==> src/rtl/riscv_pkg.sv <==
// Shared RISC-V pipeline encodings and widths used across the decoder, memory and write-back stages.
package riscv_pkg;

    localparam int unsigned XLEN   = 32;
    localparam int unsigned REG_AW = 5;
    localparam int unsigned NREGS  = 32;

    // Write-back source select.
    typedef enum logic [1:0] {
        WB_MEM = 2'b00,
        WB_ALU = 2'b01,
        WB_PC4 = 2'b10,
        WB_RSV = 2'b11
    } wb_sel_e;

    // Load access size; 11 behaves as a word.
    typedef enum logic [1:0] {
        SEC_B  = 2'b00,
        SEC_H  = 2'b01,
        SEC_W  = 2'b10,
        SEC_WX = 2'b11
    } data_sec_e;

endpackage

==> src/rtl/regfile.sv <==
// 32x32 integer register file: one write port, two async read ports with write-through bypass, x0 hardwired to 0.
module regfile
    import riscv_pkg::*;
#(
    parameter bit CLR_REGS_ON_RST = 1'b1
) (
    input  logic              clk,
    input  logic              rst,
    input  logic              we,
    input  logic [REG_AW-1:0] waddr,
    input  logic [XLEN-1:0]   wdata,
    input  logic [REG_AW-1:0] raddr1,
    input  logic [REG_AW-1:0] raddr2,
    output logic [XLEN-1:0]   rdata1,
    output logic [XLEN-1:0]   rdata2
);

    logic [XLEN-1:0] regs [NREGS];

    // Storage update: optional clear on reset, never write x0, no write in the reset cycle.
    always_ff @(posedge clk) begin
        if (rst) begin
            if (CLR_REGS_ON_RST) begin
                for (int i = 0; i < int'(NREGS); i++) begin
                    regs[i] <= '0;
                end
            end
        end else if (we && (waddr != '0)) begin
            regs[waddr] <= wdata;
        end
    end

    // Read port 1: x0 reads zero, a same-cycle write to the address is forwarded.
    always_comb begin
        rdata1 = regs[raddr1];
        if (raddr1 == '0) begin
            rdata1 = '0;
        end else if (we && (raddr1 == waddr)) begin
            rdata1 = wdata;
        end
    end

    // Read port 2: same rules as port 1.
    always_comb begin
        rdata2 = regs[raddr2];
        if (raddr2 == '0) begin
            rdata2 = '0;
        end else if (we && (raddr2 == waddr)) begin
            rdata2 = wdata;
        end
    end

endmodule

==> src/rtl/wb_stage.sv <==
// Write-back stage: aligns control with the memory stage outputs, selects and extends the result, writes the register file.
module wb_stage
    import riscv_pkg::*;
#(
    parameter bit CLR_REGS_ON_RST = 1'b1
) (
    input  logic              clk,
    input  logic              rst,
    input  logic              stall_i,
    input  logic              flush_i,
    input  logic [REG_AW-1:0] rd_i,
    input  logic              regWEn_i,
    input  logic [1:0]        wbSel_i,
    input  logic              loadSigned_i,
    input  logic [1:0]        dataSec_i,
    input  logic [XLEN-1:0]   pc4_i,
    input  logic [XLEN-1:0]   memData_i,
    input  logic [XLEN-1:0]   aluRes_i,
    input  logic [REG_AW-1:0] rs1_i,
    input  logic [REG_AW-1:0] rs2_i,
    output logic [XLEN-1:0]   rs1Data_o,
    output logic [XLEN-1:0]   rs2Data_o,
    output logic [XLEN-1:0]   wbData_o,
    output logic [REG_AW-1:0] wbRd_o,
    output logic              wbEn_o
);

    logic [REG_AW-1:0] rd_q;
    logic              regwen_q;
    wb_sel_e           wbsel_q;
    logic              loadsigned_q;
    data_sec_e         datasec_q;
    logic [XLEN-1:0]   pc4_q;
    logic [XLEN-1:0]   load_val;

    // Control register: reset dominates, flush kills the write enable, stall holds everything.
    always_ff @(posedge clk) begin
        if (rst) begin
            rd_q         <= '0;
            regwen_q     <= 1'b0;
            wbsel_q      <= WB_ALU;
            loadsigned_q <= 1'b0;
            datasec_q    <= SEC_B;
            pc4_q        <= '0;
        end else if (flush_i) begin
            regwen_q     <= 1'b0;
        end else if (!stall_i) begin
            rd_q         <= rd_i;
            regwen_q     <= regWEn_i;
            wbsel_q      <= wb_sel_e'(wbSel_i);
            loadsigned_q <= loadSigned_i;
            datasec_q    <= data_sec_e'(dataSec_i);
            pc4_q        <= pc4_i;
        end
    end

    // Load data sizing and sign/zero extension.
    always_comb begin
        load_val = memData_i;
        case (datasec_q)
            SEC_B:   load_val = {{24{loadsigned_q & memData_i[7]}}, memData_i[7:0]};
            SEC_H:   load_val = {{16{loadsigned_q & memData_i[15]}}, memData_i[15:0]};
            default: load_val = memData_i;
        endcase
    end

    // Write-back source mux; the reserved encoding writes zero.
    always_comb begin
        wbData_o = '0;
        case (wbsel_q)
            WB_MEM:  wbData_o = load_val;
            WB_ALU:  wbData_o = aluRes_i;
            WB_PC4:  wbData_o = pc4_q;
            default: wbData_o = '0;
        endcase
    end

    assign wbRd_o = rd_q;
    assign wbEn_o = regwen_q & (rd_q != '0) & ~stall_i;

    regfile #(
        .CLR_REGS_ON_RST (CLR_REGS_ON_RST)
    ) u_regfile (
        .clk    (clk),
        .rst    (rst),
        .we     (wbEn_o),
        .waddr  (wbRd_o),
        .wdata  (wbData_o),
        .raddr1 (rs1_i),
        .raddr2 (rs2_i),
        .rdata1 (rs1Data_o),
        .rdata2 (rs2Data_o)
    );

endmodule

==> config.mk <==
export PLATFORM = sky130hd
export DESIGN_NAME = wb_stage
export DESIGN_NICKNAME = d
export VERILOG_FILES = /design/src/rtl/riscv_pkg.sv /design/src/rtl/regfile.sv /design/src/rtl/wb_stage.sv
export SDC_FILE = /design/constraint.sdc
export NUM_CORES = 2
export LEC_CHECK = 0
export ABC_AREA = 1
export CELL_PAD_IN_SITES_DETAIL_PLACEMENT = 1
export CELL_PAD_IN_SITES_GLOBAL_PLACEMENT = 1
export CORE_ASPECT_RATIO = 1.75
export CORE_MARGIN = 5
export CORE_UTILIZATION = 42
export DETAILED_ROUTE_END_ITERATION = 10
export PLACE_DENSITY_LB_ADDON = 0.1
export RECOVER_POWER = 50
export SLEW_MARGIN = 20
export SYNTH_ARGS = -nofsm -noshare
export SYNTH_HDL_FRONTEND = slang
export SYNTH_SLANG_ARGS = --single-unit
==> constraint.sdc <==
create_clock -name clk -period 3.25 [get_ports clk]
set_clock_uncertainty 0.05 [all_clocks]
set_input_delay 0.975 -clock clk [delete_from_list [all_inputs] [get_ports clk]]
set_output_delay 0.975 -clock clk [all_outputs]
set_load 0.03 [all_outputs]
# --- Word level (Yosys, flattened, before mapping) ---
# Memories as Yosys holds them, arrays and structs flattened.
# Index checks and enable logic that the tools add are counted.
word_totals:
  regBits: 43
  mem_count: 1
  mem_bits_rw: 1024
  elab_cells: 43
classes:
  n_reduce_logical: 11
  muxes: 14
  n_bitwise: 6
  eq_ne: 5
memory_table:
  columns: ["memory", "depth", "width", "rd", "rd_ports_with_merged_regs", "write_ports", "line", "text"]
  rows:
  - ["u_regfile.regs", 32, 32, 2, 0, 32, "regfile.sv:18", "logic [XLEN-1:0] regs [NREGS];"]
ops:
  columns: ["operator", "count"]
  rows:
  - ["32-bit 2-to-1 mux", 5]
  - ["32-bit case mux with 3 select lines", 1]
  - ["32-bit case mux with 2 select lines", 1]
  - ["32-bit OR reduction", 1]
  - ["5-bit equality test", 2]
  - ["5-bit logical NOT", 2]
  - ["1-bit 2-to-1 mux", 6]
  - ["5-bit 2-to-1 mux", 1]
  - ["5-bit nonzero test", 1]
  - ["1-bit bitwise AND", 4]
  - ["2-bit by 1-bit equality test with 1-bit output (second input constant)", 2]
  - ["2-bit logical NOT", 2]
  - ["1-bit logical AND", 3]
  - ["2-bit equality test (second input constant)", 1]
  - ["1-bit inverter", 2]
  - ["2-bit AND reduction", 1]
  - ["2-bit OR reduction", 1]

# --- Logic depth before layout (Yosys ltp) ---
depth:
  ltp_word: 9
  depth_mapped: 13
  mapped_depth_nobuf: 11

# --- Hierarchy ---
# Synthesis repeated with hierarchy kept, for this count alone.
hier_totals:
  hier_cells: 7870
  area_unflattened_um2: 61332.6
modules_own_cells:
  columns: ["mod", "area_per_inst_um2", "cells_each", "seq_area_each_um2", "n_inst"]
  rows:
  - ["regfile", 58787.6, 7430, 30749.5, 1]
  - ["wb_stage", 2544.9, 440, 860.8, 1]

# --- Worst setup path before layout ---
# Ideal clock, no wire load.
synth_timing:
  path_kind: "input port to output port"
  from: "input rs1_i[1]"
  to: "output rs1Data_o[30]"
  required_ns: 2.225
  path_slack_ns: -0.315
  cell_stages: 9
  t_arrival_ns: 2.540
  path_cell_list: "buf_2 -> clkbuf_1 -> clkbuf_1 -> nand3_1 -> nand3_1 -> nand3_1 -> nand3_1 -> nand2_1 -> a21oi_1"
synth_between:
  elab_chain_len: 4
  word_cells_on_any_way: 6
  cone_classes: "eq/ne: 1; mux: 2; reduce/logical: 2; memory: 1"
synth_rtl:
  columns: ["item", "line", "text"]
  rows:
  - ["start: declaration", "wb_stage.sv:19", "input logic [REG_AW-1:0] rs1_i,"]
  - ["branches (longest 3 deep; another with memory 32 x 32 bit)", null, null]
  - ["32-bit 2-to-1 mux (*)", "regfile.sv:36", "if (raddr1 == '0) begin"]
  - ["end: declaration", "wb_stage.sv:21", "output logic [XLEN-1:0] rs1Data_o,"]
# Every way passes the cells marked *.

# --- Worst setup path in the final report ---
layout_timing:
  from: "input rs2_i[0]"
  to: "output rs2Data_o[25]"
layout_between:
  elab_chain_len: 4
  word_cells_on_any_way: 6
  cone_classes: "eq/ne: 1; mux: 2; reduce/logical: 2; memory: 1"
layout_rtl:
  columns: ["item", "line", "text"]
  rows:
  - ["start: declaration", "wb_stage.sv:20", "input logic [REG_AW-1:0] rs2_i,"]
  - ["branches (longest 3 deep; another with memory 32 x 32 bit)", null, null]
  - ["32-bit 2-to-1 mux (*)", "regfile.sv:46", "if (raddr2 == '0) begin"]
  - ["end: declaration", "wb_stage.sv:22", "output logic [XLEN-1:0] rs2Data_o,"]
# Marks and branches as above.

==> out/qor.txt <==
Status = finished with violations
Failing checks = capacitance limit, slew limit, setup timing
CP delay by family, top = buffers and inverters
Starting Density = 0.423
Largest net degree at the start of global routing = 59
Chip Width = 298 um
Synth Cell Area = 60800 um^2
Slew Viols, Final = 69
Slew at the pin with the worst max-slew slack = 1.79 ns
Post-Synth Adder-Cell Area = 0
Worst Hold Class = flip-flop to flip-flop
GRT overflow = 0
Slowest Stage Delay on Critical Path = 0.19 ns
Multiplexer share of the synthesized area = 0
Ports = 223
H-tree Lvls = 3
Setup WS post-layout = -0.584 ns
Setup Crit Path Kind = input pin to primary output
CTS tree = built
Critical path cell sequence = buf_16 > inv_16 > buf_16 > buf_16 > buf_4 > nand2_1 > nand3_1 > nand3_1 > nand3_1 > nand3_2 > buf_6 > nand3_2 > nand2_1 > inv_2 > buf_6
Max-slew headroom = -0.195
Syn Area/Cell = 7.74 um^2
Compound-Gate Fraction of Synth Area = 0.0190
Setup TNS Final = -35.29 ns
Yosys warns = 0
Met1 Track Usage GR = 0.452
Nets = 8634
GPL Wtd Cong = 0.975
Worst vdd ir = 0.000429 V
Fin cells = 10500
Initial antenna violation count = 13
Most frequent cells in the layout = 2466 x nand2_1, 1682 x nand3_1, 1024 x edfxtp_1
Ys async rst share = 0
Crit. End Element = primary output
Max FO, Critical Path = 8
CP required = 2.22 ns
# hold bufs at CTS = 0
Post-synth EDFFs = 1024
CTS max path bufs = 3
Die height = 513 um
CP Depth = 15
CP Data Arrival Time = 2.81 ns
R2R cell count = 11
Top FF cell, synth = edfxtp_1
Max Clock Freq = 261 MHz
Die footprint = 153000 um^2
HPWL Detailed = 217000 um
Most utilized layer in the global route result = met2
Drc violations = 0
CP Launch Point = rs2_i[0]
# Max-Cap Violations = 2
XOR/XNOR Fraction of Synth Area = 0.00144
Crit-path slowest cell = buf_16
Placed Area = 71800 um^2
Pre-antenna DRT Iters = 6
Post-Route WL = 340000 um
CTS Buf Count = 108
Worst R2R End = u_regfile.regs[8][7]
Leak Pwr = 36.6 nW
RSZ-0062 raised after global routing = yes
Worst r2r src = wbRd_o[3]
Via density = 6.27
Number of routed nets with antenna violations = 0
Post-route cell area = 82300 um^2
Met3 Track Usage GR = 0.109
Drt wl/cell = 32.5 um
CTS sink count = 1067
Syn Inst Count = 7846
Cell count after placement = 10100
Yosys reg bits = 1067
Final worst path period share = 1.18
Post-synthesis sequential area ratio = 0.520
Met2 GRT Util = 0.676
Final setup viols = 109
Number of distinct library cells after synthesis = 37
Pwr/cell area = 457 nW/um^2
Clk root buf = clkbuf_16
Util after Layout = 0.573
CP startpoint kind = input pin
Clk Latency, worst-skew pair = 0.76 ns
CTS clk-pin slew, worst paths = 0.06 ns
Vias in the first global route = 67100
CP endpoint = rs2Data_o[25]
Cell row count = 184
Layout cells sized above 1 = 0.220
Via count = 65600
CORE AREA = 144000 um^2
Tot GR Track Use = 0.418
Worst reg2reg setup slack = -0.11 ns
Drt initial violations = 8286
Most common cell after layout, fill and taps aside = nand2_1
Area delta synth->final = 35.4%
Synth Area in Simple Gates = 0.374
Buf/Inv on CP = 8
Input/output buffers = 222
Final Hold Fails = 0
Main combinational cell family by area after synthesis = simple AND/OR/NAND/NOR gates
Final min period = 3.83 ns
Global-route wire length before repair = 464000 um
## sequential cells by signal, summed over array words and instances (netlist names)
signal          flops
wbRd_o              5
loadsigned_q        1
wbsel_q             2
regwen_q            1
pc4_q              32
u_regfile.regs   1024
datasec_q           2
## area by class of cell
cell class                 count  area (um^2)
antenna                        3         7.51
tap                         1860         2330
multi-input combinational   5548        26700
clock buffer                 136         2910
fill                       16600        61400
clock inverter                66          764
sequential                  1067        31600
timing repair buffer        1163        15400
inverter                     625         2510
## metrics by stage
| step | total power [mW] | hold WS (ns) | setup slack (ns) |
|---|---|---|---|
| 3_3_place_gp | 22.8 | 0.385 | -1.05 |
| 5_1_grt | 38.4 | 0.428 | -0.610 |
| 2_1_floorplan | 19.1 | 0.375 | -0.0545 |
| 3_5_place_dp | 22.9 | 0.393 | -1.10 |
| 6_report | 37.6 | 0.406 | -0.584 |
| 4_1_cts | 36.9 | 0.404 | -0.517 |
## tightest hold or removal path, stage by stage, from the launching register on
cell and delay [ns]:
dfxtp_1 0.30, inv_1 0.05, a21oi_1 0.06
## metal layers
layer | wire length [um] | vias up
met5 | 80 | -
met4 | 38500 | 12
met3 | 38400 | 1809
met2 | 154000 | 4517
met1 | 109000 | 32200
li1 | - | 27100
## cell families after synthesis
logic type,after synthesis
AOI/OAI and AO/OA,185
xor gates and xnor gates,10
other,1
and+or+nand+nor,5321
buffers and inverters,1262
DFF,1067
## synth_stat cells, types with 2 or more instances
master / number / share of area
o21bai_2: 15 / 0.0028
nand2_4: 3 / 0.00056
inv_1: 592 / 0.037
xor2_1: 6 / 0.00086
clkbuf_1: 313 / 0.019
dfxtp_1: 43 / 0.014
nand4_1: 2 / 0.00021
buf_1: 70 / 0.0043
clkinv_1: 5 / 0.00031
nor2_2: 52 / 0.0054
buf_2: 216 / 0.018
nand3_2: 2 / 0.00033
o211ai_1: 38 / 0.0047
xnor2_1: 4 / 0.00058
and3_1: 2 / 0.00021
inv_4: 2 / 0.00021
a21oi_1: 41 / 0.0034
a21o_1: 8 / 0.00099
nor3_1: 4 / 0.00033
buf_6: 9 / 0.0017
nor3_4: 2 / 0.00054
inv_2: 26 / 0.0016
nand2_1: 2580 / 0.16
nor2_1: 715 / 0.044
nand2_2: 2 / 0.00021
buf_4: 28 / 0.0035
nor2_4: 8 / 0.0015
edfxtp_1: 1024 / 0.51
o21ai_0: 81 / 0.0067
nand3_1: 1946 / 0.16
## report_power, final
part,internal [mW],leakage [nW],switching (mW)
sequential,15.5,10.9,0.301
clock,7.62,1.80,5.91
combinational,3.09,23.8,5.19
total,26.2,36.6,11.4
## worst min path at each step
stage                     startpoint   endpoint  slack (ns)  depth (start not counted)
after floorplan            pc4_q[10]  pc4_q[10]        0.37                          2
after global placement      pc4_q[8]   pc4_q[8]        0.38                          2
after detailed placement    pc4_q[5]   pc4_q[5]        0.39                          2
after CTS                  pc4_q[29]  pc4_q[29]        0.40                          2
after global routing       pc4_q[30]  pc4_q[30]        0.43                          2
final                       pc4_q[8]   pc4_q[8]        0.41                          2
## what timing repair did
action,in CTS,in global routing
setup endpoints to repair,97,96
pin swaps,78,121
gates cloned,44,23
resized for setup,574,447
buffers inserted,101,76
Note: power is estimated with default switching activity, not from simulation.
